`src/rtl/peri_arb.sv`:
```
// Two-master round-robin arbiter for the slow peripheral port.
// Handles one transaction at a time, with a strobe-low gap between transactions and a timeout abort.
module peri_arb #(
    parameter int unsigned TIMEOUT = 16
) (
    input  logic        clk,
    input  logic        rst,
    input  logic        m0_req,
    input  logic        m0_we,
    input  logic [31:0] m0_adr,
    input  logic [31:0] m0_wdata,
    output logic        m0_ack,
    output logic [31:0] m0_rdat,
    output logic        m0_err,
    input  logic        m1_req,
    input  logic        m1_we,
    input  logic [31:0] m1_adr,
    input  logic [31:0] m1_wdata,
    output logic        m1_ack,
    output logic [31:0] m1_rdat,
    output logic        m1_err,
    output logic        p_regw,
    output logic        p_regr,
    output logic [31:0] p_adr,
    output logic [31:0] p_wdata,
    input  logic        p_ack,
    input  logic [31:0] p_rdat,
    output logic        busy
);

    // state | meaning
    // IDLE  | strobes low, waiting for a request
    // WAIT  | strobe held with latched command, waiting for p_ack or timeout
    // RESP  | strobes low, one-cycle ack to the granted master
    typedef enum logic [1:0] {
        IDLE = 2'd0,
        WAIT = 2'd1,
        RESP = 2'd2
    } state_t;

    localparam logic [7:0] TO_LAST = 8'(TIMEOUT - 1);

    state_t      state, state_nxt;
    logic        rr, rr_nxt;
    logic        lat_id, lat_id_nxt;
    logic        lat_we, lat_we_nxt;
    logic [31:0] lat_adr, lat_adr_nxt;
    logic [31:0] lat_wdata, lat_wdata_nxt;
    logic [7:0]  cnt, cnt_nxt;
    logic [31:0] rsp_rdat, rsp_rdat_nxt;
    logic        rsp_err, rsp_err_nxt;
    logic        gnt;

    always_ff @(posedge clk) begin
        if (rst) begin
            state     <= IDLE;
            rr        <= 1'b0;
            lat_id    <= 1'b0;
            lat_we    <= 1'b0;
            lat_adr   <= '0;
            lat_wdata <= '0;
            cnt       <= '0;
            rsp_rdat  <= '0;
            rsp_err   <= 1'b0;
        end else begin
            state     <= state_nxt;
            rr        <= rr_nxt;
            lat_id    <= lat_id_nxt;
            lat_we    <= lat_we_nxt;
            lat_adr   <= lat_adr_nxt;
            lat_wdata <= lat_wdata_nxt;
            cnt       <= cnt_nxt;
            rsp_rdat  <= rsp_rdat_nxt;
            rsp_err   <= rsp_err_nxt;
        end
    end

    always_comb begin
        state_nxt     = state;
        rr_nxt        = rr;
        lat_id_nxt    = lat_id;
        lat_we_nxt    = lat_we;
        lat_adr_nxt   = lat_adr;
        lat_wdata_nxt = lat_wdata;
        cnt_nxt       = cnt;
        rsp_rdat_nxt  = rsp_rdat;
        rsp_err_nxt   = rsp_err;
        // m0 wins when it is alone or when the pointer favours it
        gnt           = !(m0_req && (!m1_req || !rr));
        case (state)
            IDLE: begin
                if (m0_req || m1_req) begin
                    lat_id_nxt    = gnt;
                    lat_we_nxt    = gnt ? m1_we    : m0_we;
                    lat_adr_nxt   = gnt ? m1_adr   : m0_adr;
                    lat_wdata_nxt = gnt ? m1_wdata : m0_wdata;
                    rr_nxt        = !gnt;
                    cnt_nxt       = '0;
                    state_nxt     = WAIT;
                end
            end
            WAIT: begin
                cnt_nxt = cnt + 8'd1;
                if (p_ack) begin
                    rsp_rdat_nxt = lat_we ? 32'd0 : p_rdat;
                    rsp_err_nxt  = 1'b0;
                    state_nxt    = RESP;
                end else if (cnt == TO_LAST) begin
                    rsp_rdat_nxt = 32'd0;
                    rsp_err_nxt  = 1'b1;
                    state_nxt    = RESP;
                end
            end
            RESP: begin
                state_nxt = IDLE;
            end
            default: begin
                state_nxt = IDLE;
            end
        endcase
    end

    assign p_regw  = (state == WAIT) &&  lat_we;
    assign p_regr  = (state == WAIT) && !lat_we;
    assign p_adr   = (state == WAIT) ? lat_adr   : 32'd0;
    assign p_wdata = (state == WAIT) ? lat_wdata : 32'd0;
    assign busy    = (state != IDLE);

    assign m0_ack  = (state == RESP) && !lat_id;
    assign m1_ack  = (state == RESP) &&  lat_id;
    assign m0_rdat = m0_ack ? rsp_rdat : 32'd0;
    assign m1_rdat = m1_ack ? rsp_rdat : 32'd0;
    assign m0_err  = m0_ack && rsp_err;
    assign m1_err  = m1_ack && rsp_err;

endmodule

```
`config.mk`:
```
export PLATFORM = sky130hd
export DESIGN_NAME = peri_arb
export DESIGN_NICKNAME = d
export VERILOG_FILES = /design/src/rtl/peri_arb.sv
export SDC_FILE = /design/constraint.sdc
export NUM_CORES = 1
export LEC_CHECK = 0
export CORE_MARGIN = 2
export CORE_UTILIZATION = 38
export CTS_CLUSTER_DIAMETER = 80
export CTS_CLUSTER_SIZE = 30
export DETAILED_ROUTE_END_ITERATION = 16
export GPL_ROUTABILITY_DRIVEN = 0
export HOLD_SLACK_MARGIN = 0.02
export PLACE_DENSITY = 0.9
export SYNTH_ARGS = -nofsm -noshare
export SYNTH_HDL_FRONTEND = slang
export SYNTH_SLANG_ARGS = --single-unit
```
`constraint.sdc`:
```
create_clock -name clk -period 2.18 [get_ports clk]
set_input_delay 0.436 -clock clk [delete_from_list [all_inputs] [get_ports clk]]
set_output_delay 0.436 -clock clk [all_outputs]
set_load 0.01 [all_outputs]
```
==> run summary <==
After synthesis, the share of flip-flops with an asynchronous set or reset is 0%. The via count of the first global-routing pass was 5512; the power density normalized to cell area was 585.0 mW/mm². Kind of end point of the critical path: a primary output.

Sequential elements use 44.42% of the synthesized area. In this run the cell area measured after placement is 0.008218 mm². Cell at the root of the clock tree: sky130_fd_sc_hd__clkbuf_16. The run finished with clean final reports. The H-tree was split into 3 levels. The min-delay analysis places its worst path in the category input port to flip-flop. For the overall fraction of global-route tracks in use, the log shows 25.66%.

The clock arrives with 0.004675 ns of skew. The logs give 0.3986 ns for the smallest hold slack and 0.05677 ns for the final critical-path setup slack. Counting instances in the post-synthesis netlist gives the leading cell types as sky130_fd_sc_hd__and2_1 (131), sky130_fd_sc_hd__dfxtp_1 (110), sky130_fd_sc_hd__nor2_1 (75). Counting every instance in the synthesized netlist gives 585.

After clock tree synthesis, the flow added hold-fix buffers numbering 0. The first global-routing pass estimated 28770 µm of wire. The core region is 0.01267 mm².

The number of flops mapped to enable cells by yosys was 0. The logs give 8 for the total iterations of the first detailed-routing run and 2 for the maximum buffer depth of the clock tree. Entering global routing, the biggest net connects 67 pins. Input and output buffers added on the ports amount to 301.

The count of filler cells inserted in the layout is 1040. For this design, the slowest cell found on the critical path is sky130_fd_sc_hd__dfxtp_4. After detailed placement, the design holds a cell count of 1016. The final period demand of the worst path is 2.123 ns, and the routed wirelength normalized by instance count is 17.62 µm. At the pin with the least slew margin, the transition time is 0.4108 ns.

After the first detailed-routing iteration, the DRC count stood at 549. The critical register-to-register path endpoint was cnt[7]. The total count of max-transition violations in the final report is 0, and the length in cells of the worst reg-to-reg path is 8. For this block, the via count after detailed routing is 5596.

For this run, the number of standard cells in the final layout without fillers is 1045. The die is 118.2 µm tall. Traced cell by cell, the critical path runs through nor2b_4, buf_12, buf_16, buf_4, and2_1, dlygate4sd2_1. The floorplan has 41 rows.

The final global-route overflow total was 0. Across all register-to-register paths, the minimum setup slack is 0.21 ns. For this configuration, the core starts out at a cell density of 39.12%.

Based on the critical path, the design can be clocked at up to 471.0 MHz. The worst setup path is launched from a flip-flop. From synthesis to final layout, the design area changed by 71.61%. Synthesis produced a netlist with a net count of 753. The tools report the sum of negative setup slack as 0 ns. The first element of the critical path is state[0]. For this run, the number of Yosys warnings is 0.

The worst-case IR drop observed on VDD is 644.3 µV. On the worst path, the slowest cell contributes a delay of 0.38 ns. The antenna diode count was 0. The logs give 1.74 ns for the data required time of the worst path and 0.35 ns for the clock latency on the worst-skew pair.

Across the run, the number of max-cap violations was 0. Number of DRC violations after detailed routing: 0. Synthesis inferred 110 register bits.

In this run the biggest area consumer among cell types represents 44.42% of the synthesized area. After detailed routing, the number of vias per cell comes to 5.355. The startpoint identified for the worst register-to-register timing path is state[0]. Summing every instance area after synthesis gives 0.004957 mm². Predominant post-synthesis flop cell: sky130_fd_sc_hd__dfxtp_1. The worst pin sits at a relative slew slack of 72.36%. The horizontal die dimension was 118.2 µm. After layout, the worst path uses 97.40% of the clock period.

The number of antenna violations at the first check in global routing is 0. In the post-synthesis netlist, the biggest area contributors are sky130_fd_sc_hd__dfxtp_1 (44%), sky130_fd_sc_hd__and2_1 (17%), sky130_fd_sc_hd__a222oi_1 (13%). Clock-pin slew was measured on the worst setup and hold paths at 0.07 ns. STA puts the critical path data arrival time at 1.69 ns.

The kind of critical path was flip-flop to primary output. The post-synthesis cell type with the largest combined area is sky130_fd_sc_hd__dfxtp_1. Top fanout value on the critical path: 11.

Following the worst setup path forward leads to its endpoint at p_adr[15]. TritonCTS created 9 clock buffers. Prior to clock tree synthesis, the placed netlist has a worst setup slack of 0.06424 ns.

In this run the remaining antenna-violating nets after routing total 0. The number of ports placed on the die boundary came out at 302. The final layout contains routed wiring with a total length of 18420 µm. After legalization and detailed placement, the total HPWL measured 12450 µm.

For this run, the post-layout net count is 1036. Yosys mapped the design onto 34 distinct sky130hd cell types. The tools report the number of sinks driven by the clock tree as 110. The final hold violation count was 0; the mean cell area of the mapped netlist was 8.474 µm².

Summing all non-filler instances in the final layout gives an area of 0.008507 mm². Count of final setup violators: 0. The fraction of layout cells with a size suffix above 1 is 9.164%.

TritonCTS built the clock tree. For this design the static power due to leakage is 3.750 nW. The floorplan step defined a die boundary enclosing 0.01397 mm². The most common cell in the synthesized netlist is sky130_fd_sc_hd__and2_1.
[per-stage QoR]
stage / power (mW) / utilization (%)
final: 4.977 / 67.14
after global routing: 5.210 / 67.14
after CTS: 5.006 / 67.07
after detailed placement: 3.359 / 64.86
after global placement: 3.330 / 64.86
after floorplan: 2.747 / -
[report_power, final]
part           internal [mW]  switching, mW  total [mW]  leakage (nW)
combinational          0.624          0.494        1.12          2.71
clock                  0.886          0.737        1.62         0.143
sequential              2.15         0.0830        2.24         0.902
[how the worst min path moves through the flow]
stage / startpoint / to / slack (ns) / depth (start not counted)
floorplan: rsp_rdat[0] / rsp_rdat[0] / 0.46 / 2
global placement: rsp_rdat[28] / rsp_rdat[28] / 0.47 / 2
detailed placement: rsp_rdat[28] / rsp_rdat[28] / 0.48 / 2
CTS: rst / state[0] / 0.38 / 2
global route: rst / cnt[3] / 0.40 / 2
finish: rst / cnt[6] / 0.40 / 2
[metal layers]
metal / track usage (%) / vias to the layer above / routed length [µm]
li1: - / 2659 / -
met1: 29.64 / 2626 / 7084
met2: 45.12 / 276 / 9394
met3: 6.902 / 35 / 1390
met4: 9.639 / 0 / 548
met5: 0 / - / 0
[critical path: cells and delay by family, from the launching register on]
family,cells,cell delay (ns)
AND/OR/NAND/NOR,2,0.28
flip-flops,1,0.38
buffers and inverters,4,0.68
[registers in the layout, summed over array words and instances (netlist names)]
signal     cells
rsp_err        1
cnt            8
rr             1
lat_we         1
rsp_rdat      32
lat_wdata     32
state          2
lat_id         1
lat_adr       32
[layout make-up]
type                            instances  area (µm²)  area share, %
Timing Repair Buffer                  330        3254          38.26
Clock buffer                           11       232.7          2.736
Inverter                                2       7.507        0.08825
Tap cell                              172       215.2          2.530
Multi-Input combinational cell        415        2537          29.83
Clock inverter                          5       50.05         0.5883
Sequential cell                       110        2210          25.97
[cell usage in the layout (no fill, tap or decap), types with 2 or more instances in the layout]
master / n
sky130_fd_sc_hd__nand2b_1: 2
sky130_fd_sc_hd__clkbuf_1: 2
sky130_fd_sc_hd__nor2_1: 75
sky130_fd_sc_hd__o21ai_0: 31
sky130_fd_sc_hd__a211oi_1: 2
sky130_fd_sc_hd__a31oi_1: 2
sky130_fd_sc_hd__buf_6: 2
sky130_fd_sc_hd__nor3b_4: 2
sky130_fd_sc_hd__a21oi_1: 42
sky130_fd_sc_hd__buf_12: 13
sky130_fd_sc_hd__and3_2: 2
sky130_fd_sc_hd__buf_16: 4
sky130_fd_sc_hd__clkdlybuf4s15_1: 13
sky130_fd_sc_hd__dfxtp_1: 108
sky130_fd_sc_hd__clkbuf_2: 6
sky130_fd_sc_hd__and2_1: 131
sky130_fd_sc_hd__nand3_1: 2
sky130_fd_sc_hd__clkdlybuf4s50_1: 167
sky130_fd_sc_hd__dlygate4sd2_1: 97
sky130_fd_sc_hd__clkdlybuf4s15_2: 2
sky130_fd_sc_hd__nor3_1: 3
sky130_fd_sc_hd__nand2_1: 37
sky130_fd_sc_hd__buf_4: 11
sky130_fd_sc_hd__clkinv_2: 4
sky130_fd_sc_hd__clkbuf_16: 9
sky130_fd_sc_hd__o21ai_1: 3
sky130_fd_sc_hd__dfxtp_4: 2
sky130_fd_sc_hd__buf_2: 15
sky130_fd_sc_hd__nand4_1: 2
sky130_fd_sc_hd__a222oi_1: 65
[kinds of logic (layout without fill, tap and decap cells)]
| group | count (synthesis) | after routing | share of synthesized area [%] |
|---|---|---|---|
| and+or+nand+nor | 263 | 263 | 27.59 |
| AOI/OAI and AO/OA | 150 | 150 | 22.19 |
| muxes | 1 | 1 | 0.2271 |
| buffers and inverters | 60 | 348 | 5.326 |
| adders and majority gates | 1 | 1 | 0.2524 |
| DFF | 110 | 110 | 44.42 |
[timing repair]
| item | CTS | global route |
|---|---|---|
| setup endpoints to repair | 133 | 64 |
| cloned | 4 | 0 |
| resized for setup | 199 | 21 |
| buffers inserted | 8 | 1 |
| pin swaps | 2 | 1 |
Power figures use the tool's default switching activity.
